==> config.mk <==
export PLATFORM = sky130hd
export DESIGN_NAME = bip_debug_unit
export DESIGN_NICKNAME = d
export VERILOG_FILES = /design/src/rtl/bip_debug_pkg.sv /design/src/rtl/bip_debug_frame_mux.sv /design/src/rtl/bip_debug_unit.sv
export SDC_FILE = /design/constraint.sdc
export NUM_CORES = 1
export LEC_CHECK = 0
export CAP_MARGIN = 20
export CORE_ASPECT_RATIO = 1.2
export CORE_UTILIZATION = 30
export DETAILED_ROUTE_END_ITERATION = 8
export GPL_TIMING_DRIVEN = 0
export HOLD_SLACK_MARGIN = 0.15
export SLEW_MARGIN = 20
export SYNTH_ARGS = -nofsm -noshare
export SYNTH_HDL_FRONTEND = slang
export SYNTH_SLANG_ARGS = --single-unit
==> constraint.sdc <==
create_clock -name i_clock -period 3.7 [get_ports i_clock]
set_clock_uncertainty 0.15 [all_clocks]
set_input_delay 0.555 -clock i_clock [delete_from_list [all_inputs] [get_ports i_clock]]
set_output_delay 0.555 -clock i_clock [all_outputs]
set_load 0.01 [all_outputs]
==> src/rtl/bip_debug_pkg.sv <==
// Shared definitions for the BIP debug unit: FSM states, host command
// codes, frame header/length and the HLT opcode.
// Optional feature macro: BIP_DEBUG_CYCLE_COUNT_EN (appends the executed
// cycle count to the frame, 9 bytes instead of 7).
package bip_debug_pkg;

  typedef enum logic [2:0] {
    ST_IDLE,
    ST_RUN,
    ST_STEP,
    ST_CAPTURE,
    ST_SEND,
    ST_WAIT_TX
  } state_t;

  localparam logic [7:0] CMD_RUN   = 8'h01;
  localparam logic [7:0] CMD_STEP  = 8'h02;
  localparam logic [7:0] CMD_DUMP  = 8'h03;
  localparam logic [7:0] CMD_BREAK = 8'h04;

  localparam logic [7:0] FRAME_HEADER = 8'hA5;
  localparam logic [4:0] HLT_OPCODE   = 5'b00000;

  localparam int unsigned FRAME_LEN_BASE = 7;
  localparam int unsigned FRAME_LEN_CNT  = 9;

`ifdef BIP_DEBUG_CYCLE_COUNT_EN
  localparam int unsigned FRAME_LEN = FRAME_LEN_CNT;
`else
  localparam int unsigned FRAME_LEN = FRAME_LEN_BASE;
`endif

  // Byte index into the frame; wide enough for the longest frame.
  localparam int unsigned NB_IDX = 4;

endpackage

==> src/rtl/bip_debug_frame_mux.sv <==
// Frame byte selector: returns the frame byte addressed by idx from the
// latched pc/instruction/acc (and cycle count when
// BIP_DEBUG_CYCLE_COUNT_EN is defined).
// Ports: pc, instruction, acc, [cycle_cnt], idx in; data_c out (combinational).
module bip_debug_frame_mux
  import bip_debug_pkg::*;
#(
  parameter int unsigned NB_DATA            = 16,
  parameter int unsigned LOG2_N_INSMEM_ADDR = 11,
  parameter int unsigned NB_UART_DATA       = 8
`ifdef BIP_DEBUG_CYCLE_COUNT_EN
  ,
  parameter int unsigned NB_CYCLE_CNT       = 16
`endif
) (
  input  logic [LOG2_N_INSMEM_ADDR-1:0] pc,
  input  logic [NB_DATA-1:0]            instruction,
  input  logic [NB_DATA-1:0]            acc,
`ifdef BIP_DEBUG_CYCLE_COUNT_EN
  input  logic [NB_CYCLE_CNT-1:0]       cycle_cnt,
`endif
  input  logic [NB_IDX-1:0]             idx,
  output logic [NB_UART_DATA-1:0]       data_c
);

  // Every field travels as a 16-bit big-endian pair (pc zero-extended).
  logic [15:0] pc_w;
  logic [15:0] instr_w;
  logic [15:0] acc_w;

  assign pc_w    = 16'(pc);
  assign instr_w = 16'(instruction);
  assign acc_w   = 16'(acc);

`ifdef BIP_DEBUG_CYCLE_COUNT_EN
  logic [15:0] cnt_w;
  assign cnt_w = 16'(cycle_cnt);
`endif

  always_comb begin
    data_c = '0;
    case (idx)
      NB_IDX'(0): data_c = NB_UART_DATA'(FRAME_HEADER);
      NB_IDX'(1): data_c = NB_UART_DATA'(pc_w[15:8]);
      NB_IDX'(2): data_c = NB_UART_DATA'(pc_w[7:0]);
      NB_IDX'(3): data_c = NB_UART_DATA'(instr_w[15:8]);
      NB_IDX'(4): data_c = NB_UART_DATA'(instr_w[7:0]);
      NB_IDX'(5): data_c = NB_UART_DATA'(acc_w[15:8]);
      NB_IDX'(6): data_c = NB_UART_DATA'(acc_w[7:0]);
`ifdef BIP_DEBUG_CYCLE_COUNT_EN
      NB_IDX'(7): data_c = NB_UART_DATA'(cnt_w[15:8]);
      NB_IDX'(8): data_c = NB_UART_DATA'(cnt_w[7:0]);
`endif
      default:    data_c = '0;
    endcase
  end

endmodule

==> src/rtl/bip_debug_unit.sv <==
// Host debug controller for the BIP core. Decodes single-byte host
// commands (RUN/STEP/DUMP/BREAK), gates the core enable and, whenever the
// core stops, sends a pc/instruction/acc report frame through the UART TX
// handshake.
// Optional feature macro: BIP_DEBUG_CYCLE_COUNT_EN (saturating executed
// cycle counter appended to the frame).
// Ports:
//   i_clock, i_reset          clock, async active-high reset
//   i_rx_data, i_rx_done      received command byte + valid pulse
//   i_tx_done                 UART TX finished current byte
//   i_bip_pc/instruction/acc  core state to report
//   o_bip_valid               core clock-enable
//   o_tx_start, o_tx_data     TX start pulse and byte
//   o_busy                    unit not idle
module bip_debug_unit
  import bip_debug_pkg::*;
#(
  parameter int unsigned NB_DATA            = 16,
  parameter int unsigned NB_OPCODE          = 5,
  parameter int unsigned LOG2_N_INSMEM_ADDR = 11,
  parameter int unsigned NB_UART_DATA       = 8,
  parameter int unsigned NB_CYCLE_CNT       = 16
) (
  input  logic                          i_clock,
  input  logic                          i_reset,
  input  logic [NB_UART_DATA-1:0]       i_rx_data,
  input  logic                          i_rx_done,
  input  logic                          i_tx_done,
  input  logic [LOG2_N_INSMEM_ADDR-1:0] i_bip_pc,
  input  logic [NB_DATA-1:0]            i_bip_instruction,
  input  logic [NB_DATA-1:0]            i_bip_acc,
  output logic                          o_bip_valid,
  output logic                          o_tx_start,
  output logic [NB_UART_DATA-1:0]       o_tx_data,
  output logic                          o_busy
);

  state_t                          state;
  logic [NB_IDX-1:0]               idx;
  logic [LOG2_N_INSMEM_ADDR-1:0]   pc_q;
  logic [NB_DATA-1:0]              instr_q;
  logic [NB_DATA-1:0]              acc_q;
  logic [NB_UART_DATA-1:0]         frame_byte_c;
  logic                            hlt_c;
  logic                            brk_c;

  assign hlt_c = (i_bip_instruction[NB_DATA-1 -: NB_OPCODE] == NB_OPCODE'(HLT_OPCODE));
  assign brk_c = i_rx_done && (i_rx_data == NB_UART_DATA'(CMD_BREAK));

`ifdef BIP_DEBUG_CYCLE_COUNT_EN
  logic [NB_CYCLE_CNT-1:0] cycle_cnt;
  logic [NB_CYCLE_CNT-1:0] cycle_cnt_q;

  // Saturating count of enabled core cycles; snapshot taken with the frame.
  always_ff @(posedge i_clock or posedge i_reset) begin
    if (i_reset) begin
      cycle_cnt   <= '0;
      cycle_cnt_q <= '0;
    end else begin
      if (o_bip_valid && (cycle_cnt != '1)) begin
        cycle_cnt <= cycle_cnt + NB_CYCLE_CNT'(1);
      end
      if (state == ST_CAPTURE) begin
        cycle_cnt_q <= cycle_cnt;
      end
    end
  end
`else
  // Counter width only matters when the counter is built.
  if (NB_CYCLE_CNT == 0) begin : g_no_cycle_cnt
  end
`endif

  bip_debug_frame_mux #(
    .NB_DATA            (NB_DATA),
    .LOG2_N_INSMEM_ADDR (LOG2_N_INSMEM_ADDR),
    .NB_UART_DATA       (NB_UART_DATA)
`ifdef BIP_DEBUG_CYCLE_COUNT_EN
    ,
    .NB_CYCLE_CNT       (NB_CYCLE_CNT)
`endif
  ) u_frame_mux (
    .pc          (pc_q),
    .instruction (instr_q),
    .acc         (acc_q),
`ifdef BIP_DEBUG_CYCLE_COUNT_EN
    .cycle_cnt   (cycle_cnt_q),
`endif
    .idx         (idx),
    .data_c      (frame_byte_c)
  );

  // Control FSM; outputs change together with the state they belong to.
  always_ff @(posedge i_clock or posedge i_reset) begin
    if (i_reset) begin
      state       <= ST_IDLE;
      idx         <= '0;
      pc_q        <= '0;
      instr_q     <= '0;
      acc_q       <= '0;
      o_bip_valid <= 1'b0;
      o_tx_start  <= 1'b0;
      o_tx_data   <= '0;
      o_busy      <= 1'b0;
    end else begin
      o_tx_start <= 1'b0;
      case (state)
        ST_IDLE: begin
          if (i_rx_done) begin
            if (i_rx_data == NB_UART_DATA'(CMD_RUN)) begin
              state       <= ST_RUN;
              o_bip_valid <= 1'b1;
              o_busy      <= 1'b1;
            end else if (i_rx_data == NB_UART_DATA'(CMD_STEP)) begin
              state       <= ST_STEP;
              o_bip_valid <= 1'b1;
              o_busy      <= 1'b1;
            end else if (i_rx_data == NB_UART_DATA'(CMD_DUMP)) begin
              state  <= ST_CAPTURE;
              o_busy <= 1'b1;
            end
          end
        end
        // HLT and BREAK together still produce a single stop.
        ST_RUN: begin
          if (hlt_c || brk_c) begin
            state       <= ST_CAPTURE;
            o_bip_valid <= 1'b0;
          end
        end
        ST_STEP: begin
          state       <= ST_CAPTURE;
          o_bip_valid <= 1'b0;
        end
        ST_CAPTURE: begin
          pc_q    <= i_bip_pc;
          instr_q <= i_bip_instruction;
          acc_q   <= i_bip_acc;
          idx     <= '0;
          state   <= ST_SEND;
        end
        ST_SEND: begin
          o_tx_start <= 1'b1;
          o_tx_data  <= frame_byte_c;
          state      <= ST_WAIT_TX;
        end
        // o_tx_data is held until the UART reports the byte done.
        ST_WAIT_TX: begin
          if (i_tx_done) begin
            if (idx == NB_IDX'(FRAME_LEN - 1)) begin
              idx    <= '0;
              state  <= ST_IDLE;
              o_busy <= 1'b0;
            end else begin
              idx   <= idx + NB_IDX'(1);
              state <= ST_SEND;
            end
          end
        end
        default: begin
          state       <= ST_IDLE;
          o_bip_valid <= 1'b0;
          o_busy      <= 1'b0;
        end
      endcase
    end
  end

endmodule

---- Yosys cells after proc, flatten, opt, wreduce, memory -nomap -nowiden ----
Cells that the tools add are included.
W data, S select, Z words.
word-level totals
  register bits ........................... 61
  bits of input ports ..................... 55
  output and inout bits ................... 11
  logic and storage cells ................. 70
operators by class
  add/subtract/negate cells ............... 1
  equal/unequal tests ..................... 21
  multiplexer cells ....................... 25
  bitwise operators ....................... 2
  reductions and logical operators ........ 12
operators by type and width
  cell                   count
  $pmux W8 S7            1
  $mux W3                7
  $pmux W3 S6            1
  $eq A8 B2 Y1 const B   2
  $eq A4 B3 Y1 const B   3
  $mux W1                11
  $eq A4 B2 Y1 const B   2
  $eq A8 B1 Y1 const B   1
  $eq A8 B3 Y1 const B   1
  $mux W4                2
  $ne A2 B2 Y1 const B   4
  $pmux W4 S2            1
  $reduce_and A4 Y1      2
  $eq A3 B2 Y1 const B   2
  $eq A3 B3 Y1 const B   2
  $pmux W1 S3            2
  $logic_not A5 Y1       1
  $reduce_and A5 Y1      1
  $add A4 B1 Y4 const B  1
  $eq A4 B1 Y1 const B   1
  $logic_not A4 Y1       1
  $ne A4 B4 Y1 const B   1
  $reduce_or A4 Y1       1
  $eq A3 B1 Y1 const B   1
  other kinds (8)        9

---- Longest topological paths before layout ----
  word-level depth ........................ 6
  depth in mapped cells ................... 6
  depth with buffers taken out ............ 4

---- Modules after synthesis ----
From an unflattened synthesis, not the netlist that was laid out.
unflattened totals
  cell total of the unflattened synthesis .. 247
  area, all modules ....................... 3047.9 um^2
modules (own cells, without submodules)
  module               times used  cells an instance  area an instance (um^2)  sequential area each (um^2)
  bip_debug_unit       1           185                2578.7                   1526.5
  bip_debug_frame_mux  1           62                 469.2                    0.0

---- Worst setup path after synthesis ----
Ideal clock, no wire load.
  kind .................................... input -> register
  start point ............................. input i_rx_data[5]
  end point ............................... register state[1]
  setup time .............................. 0.077 ns
  arrival ................................. 1.655 ns
  required time ........................... 3.473 ns
  slack ................................... 1.818 ns
  stages .................................. 4
  cells stage by stage .................... or4_4 o41ai_4 o211ai_1 a21oi_1
on the way
  cells in the longest elaborated chain, start to end .. 5
  elaborated cells between the ends (all ways) .. 13
ends and longest elaborated chain
  item                                                     RTL line                                      source
  start: declaration                                       bip_debug_unit.sv:26                          input logic [NB_UART_DATA-1:0] i_rx_data,
  $eq A8 B2 Y1 / $eq A8 B3 Y1 (equally long branches)      bip_debug_unit.sv:114, bip_debug_unit.sv:48
  $mux W3 / $logic_and A1 B1 Y1 (equally long branches)    bip_debug_unit.sv:114, bip_debug_unit.sv:48
  $mux W3 / $logic_or A1 B1 Y1 (equally long branches)     bip_debug_unit.sv:110, bip_debug_unit.sv:126
  $mux W3 / $ne A2 B2 Y1 (equally long branches)           -
  $pmux W3 S6 / $reduce_and A4 Y1 (equally long branches)  -
  end signal: assignment                                   bip_debug_unit.sv:111                         state <= ST_RUN;
  end signal: assignment                                   bip_debug_unit.sv:115                         state <= ST_STEP;
  end signal: assignment                                   bip_debug_unit.sv:119                         state <= ST_CAPTURE;
  end: declaration                                         bip_debug_unit.sv:38                          state_t state;
Several ways; a longest one is shown, not always the timed one. The select of a mux whose other input is x is not followed.
A chain may end at the register's enable or synchronous reset.

---- Worst setup path in the final report ----
  start point ............................. input i_rx_data[2]
  end point ............................... register o_bip_valid
on the way
  cells in the longest elaborated chain, start to end .. 5
  elaborated cells between the ends (all ways) .. 11
ends and longest elaborated chain
  item                                RTL line               source
  $eq A8 B3 Y1                        bip_debug_unit.sv:48   assign brk_c = i_rx_done && (i_rx_data == NB_UART_DATA'(CMD_BREAK));
  $logic_and A1 B1 Y1                 bip_debug_unit.sv:48
  $logic_or A1 B1 Y1                  bip_debug_unit.sv:126  if (hlt_c || brk_c) begin
  $ne A2 B2 Y1 (no source line)       -
  $reduce_and A4 Y1 (no source line)  -
  end signal: assignment              bip_debug_unit.sv:116  o_bip_valid <= 1'b1;
  end signal: assignment              bip_debug_unit.sv:128  o_bip_valid <= 1'b0;
  end signal: assignment              bip_debug_unit.sv:133  o_bip_valid <= 1'b0;
  end: declaration                    bip_debug_unit.sv:32   output logic o_bip_valid,
Several ways; a longest one is shown, not always the timed one. The select of a mux whose other input is x is not followed.

==> metrics.csv <==
stage,metric,value,unit
timing,setup_viol,0,
setup_path,cp-start-kind,input port,
place,hpwl,5310,um
timing,max_freq,478,MHz
synth,yosys_register_bits,61,
timing,finalCriticalPeriod,2.09,ns
layout,multi_input_area,1290,um2
timing,drv_slew,0,
clock_tree,cts_sinks,61,
clock_tree,numCtsBuffers,9,
die,die_y,110,um
drt,wl,6940,um
global_routing,grt_overflow,0,
synth,synth_most_common_cell,dfrtp_1,
synth,synth_fp_nets,303,
timing,rsz0062_at_grt,no,
global_routing,grtUsageMet3,2.88,%
clock_tree,cts_tree,done,
synth,ys_top_cells_by_count,"dfrtp_1 (61), mux2_2 (46), nand2_1 (16)",
drt,vias,2226,
synth,synth_simple_gate_area_share,11.1,%
clock_tree,cts_buffer_depth,2,
drt,viasPerCell,4.92,
clock_tree,clk_pin_slew,0.05,ns
layout,synthToLayoutAreaGrowth,37.1,%
global_routing,gr-usage-all-layers,15.0,%
die,io_pins,66,
place,gp_congestion,0.859,
power,leakage,0.00165,uW
global_routing,grt_pass1_vias,2255,
place,place_area,3760,um2
synth,yosysWarnings,0,
layout,drive_gt1_share,23.1,%
synth,synthCells,248,
synth,synth_compound_area_share,14.1,%
power,peakVddDrop,290,uV
synth,synth.area.mux_share,18.4,%
timing,hold_viol,0,
place,io_buffers,65,
synth,syn_area,2930,um2
layout,fin_area,4020,um2
layout,fill_cells,919,
synth,synthFlopType,dfrtp_1,
clock_tree,cts_resized,0,
global_routing,grt_pass1_wl,11500,um
drt,drc_errors,0,
die,start_util,30.8,%
layout,num_antenna_cells,0,
layout,seq_area,1530,um2
setup_path,crit_type,in -> reg,
global_routing,grt_max_degree,37,
clock_tree,clock_latency,0.32,ns
clock_tree,cts_max_level,3,
synth,yosys.area.top_type,dfrtp_1,
global_routing,grtUsageMet2,24.5,%
synth,yosys-top-cells-area,"dfrtp_1 (52%), mux2_2 (18%), a22o_1 (2.4%)",
synth,synthAdderAreaFrac,0,%
die,rows,39,
die,die_w,92.2,um
global_routing,use_met1,19.2,%
job,drv_cap,0,
power,total_power,2920,uW
global_routing,grt-busiest-layer,met2,
setup_path,cp_max_fo,3,
drt,post_drt_wl_per_cell,15.4,um
synth,synth_top_family_by_area,multiplexers,
setup_path,required,3.76,ns
synth,synth_xor_area_share,0.598,%
clock_tree,ctsHoldBuffers,0,
setup_path,endpoint_kind,flop,
layout,nets,380,
drt,drt_iter0_drc,84,
synth,synth_top_area_share,52.1,%
worst_hold_path,hold_class,reg -> reg,
global_routing,antenna_found_initial,0,
die,placeableCoreArea,9520,um2
status,status,"finished, final reports clean",
clock_tree,postCtsSetupBuffers,0,
synth,synth-seq-area-share,52.1,%
die,dieArea,10200,um2
timing,relSlewSlack,46.2,%
drt,dr.pass1.iters,4,
setup_path,crit_arrival,2.15,ns
synth,avgSynthCellArea,11.8,um2
timing,tightestPinTransition,0.796,ns
synth,synth_edf_count,0,
timing,period_share,56.6,%
drt,final_antenna_net_count,0,
synth,synth_cell_types,41,
power,power_density,727,nW/um2
clock_tree,cts_root_buffer,clkbuf_16,
timing,setup_tns,0,ns
synth,async_flop_share,100,%
-- registers in the layout (all words and copies together) (netlist names) --
signal,flops
idx,4
o_tx_start,1
pc_q,11
o_tx_data,8
o_busy,1
instr_q,16
o_bip_valid,1
state,3
acc_q,16
-- cell usage in the layout, fill, tap and decap left out, types with 2 or more instances in the layout --
cell / Yosys / final
buf_2: 13 / 13
a221oi_1: 6 / 6
nor2_1: 5 / 5
nor3_1: 3 / 3
dfrtp_1: 61 / 61
a21oi_1: 6 / 6
clkinv_2: 0 / 2
nand2b_1: 3 / 3
o211ai_1: 5 / 5
mux2_2: 46 / 46
mux2i_1: 2 / 2
a22o_1: 8 / 8
and3_1: 3 / 3
nand3_1: 4 / 4
clkdlybuf4s50_1: 0 / 65
xor2_1: 2 / 2
nand2_1: 16 / 16
o22ai_1: 2 / 2
nand3b_1: 7 / 7
a21o_1: 2 / 2
clkbuf_1: 2 / 5
a22oi_1: 4 / 4
clkbuf_16: 0 / 9
o21ai_0: 13 / 13
a31oi_1: 3 / 3
inv_1: 8 / 7
nor2b_1: 7 / 7
-- cells by family after synthesis --
| group | Yosys count |
|---|---|
| mux | 48 |
| flops | 61 |
| simple gates | 57 |
| xor+xnor | 2 |
| compound gates | 56 |
| buf+inv | 24 |
-- where the power goes --
| part | switching (uW) | internal [uW] | leakage (uW) | total [uW] |
|---|---|---|---|---|
| registers | 173 | 981 | 0.000733 | 1150 |
| logic | 464 | 576 | 0.000791 | 1040 |
| clock network | 265 | 464 | 0.000129 | 730 |
| total | 902 | 2020 | 0.00165 | 2920 |
-- layer usage --
metal  wire length [um]  up-vias
met1               3040     1078
met4                 97        0
met5                  0        -
met2               3460       62
li1                   -     1075
met3                344       11
-- path summary, 6_finish.rpt --
kind	start	to	depth (start not counted)	slack (ns)
worst max register to register	idx[3]	idx[1]	4	1.74
worst min register to register	o_tx_data[5]	o_tx_data[5]	2	0.34
min in group asynchronous	i_reset	acc_q[2]	2	0.41
max in group asynchronous	i_reset	instr_q[9]	3	2.49
worst max-delay path	i_rx_data[2]	o_bip_valid	5	1.61
worst min-delay path	o_tx_data[5]	o_tx_data[5]	2	0.34
-- area by class of cell --
type | instances | share of cell area [%]
Buffer | 16 | 1.99
Clock buffer | 13 | 6.23
Clock inverter | 2 | 0.249
Inverter | 8 | 0.809
Multi-Input combinational cell | 163 | 32.2
Sequential cell | 61 | 38.0
Tap cell | 123 | 3.83
Timing Repair Buffer | 66 | 16.7
-- critical path, stage by stage --
cell and delay (ns):
clkdlybuf4s50_1 0.55, or4bb_1 0.49, nor3_1 0.24, o211ai_1 0.13, and3_1 0.19
-- metrics by stage --
stage	std cells	hold slack, ns	utilization [%]	setup WS [ns]
2_1_floorplan	248	0.321	-	1.48
3_3_place_gp	436	0.328	39.3	0.379
3_5_place_dp	437	0.337	39.5	1.29
4_1_cts	452	0.347	42.2	1.63
5_1_grt	452	0.368	42.2	1.52
6_report	452	0.339	42.2	1.61
Power figures use the tool's default switching activity.
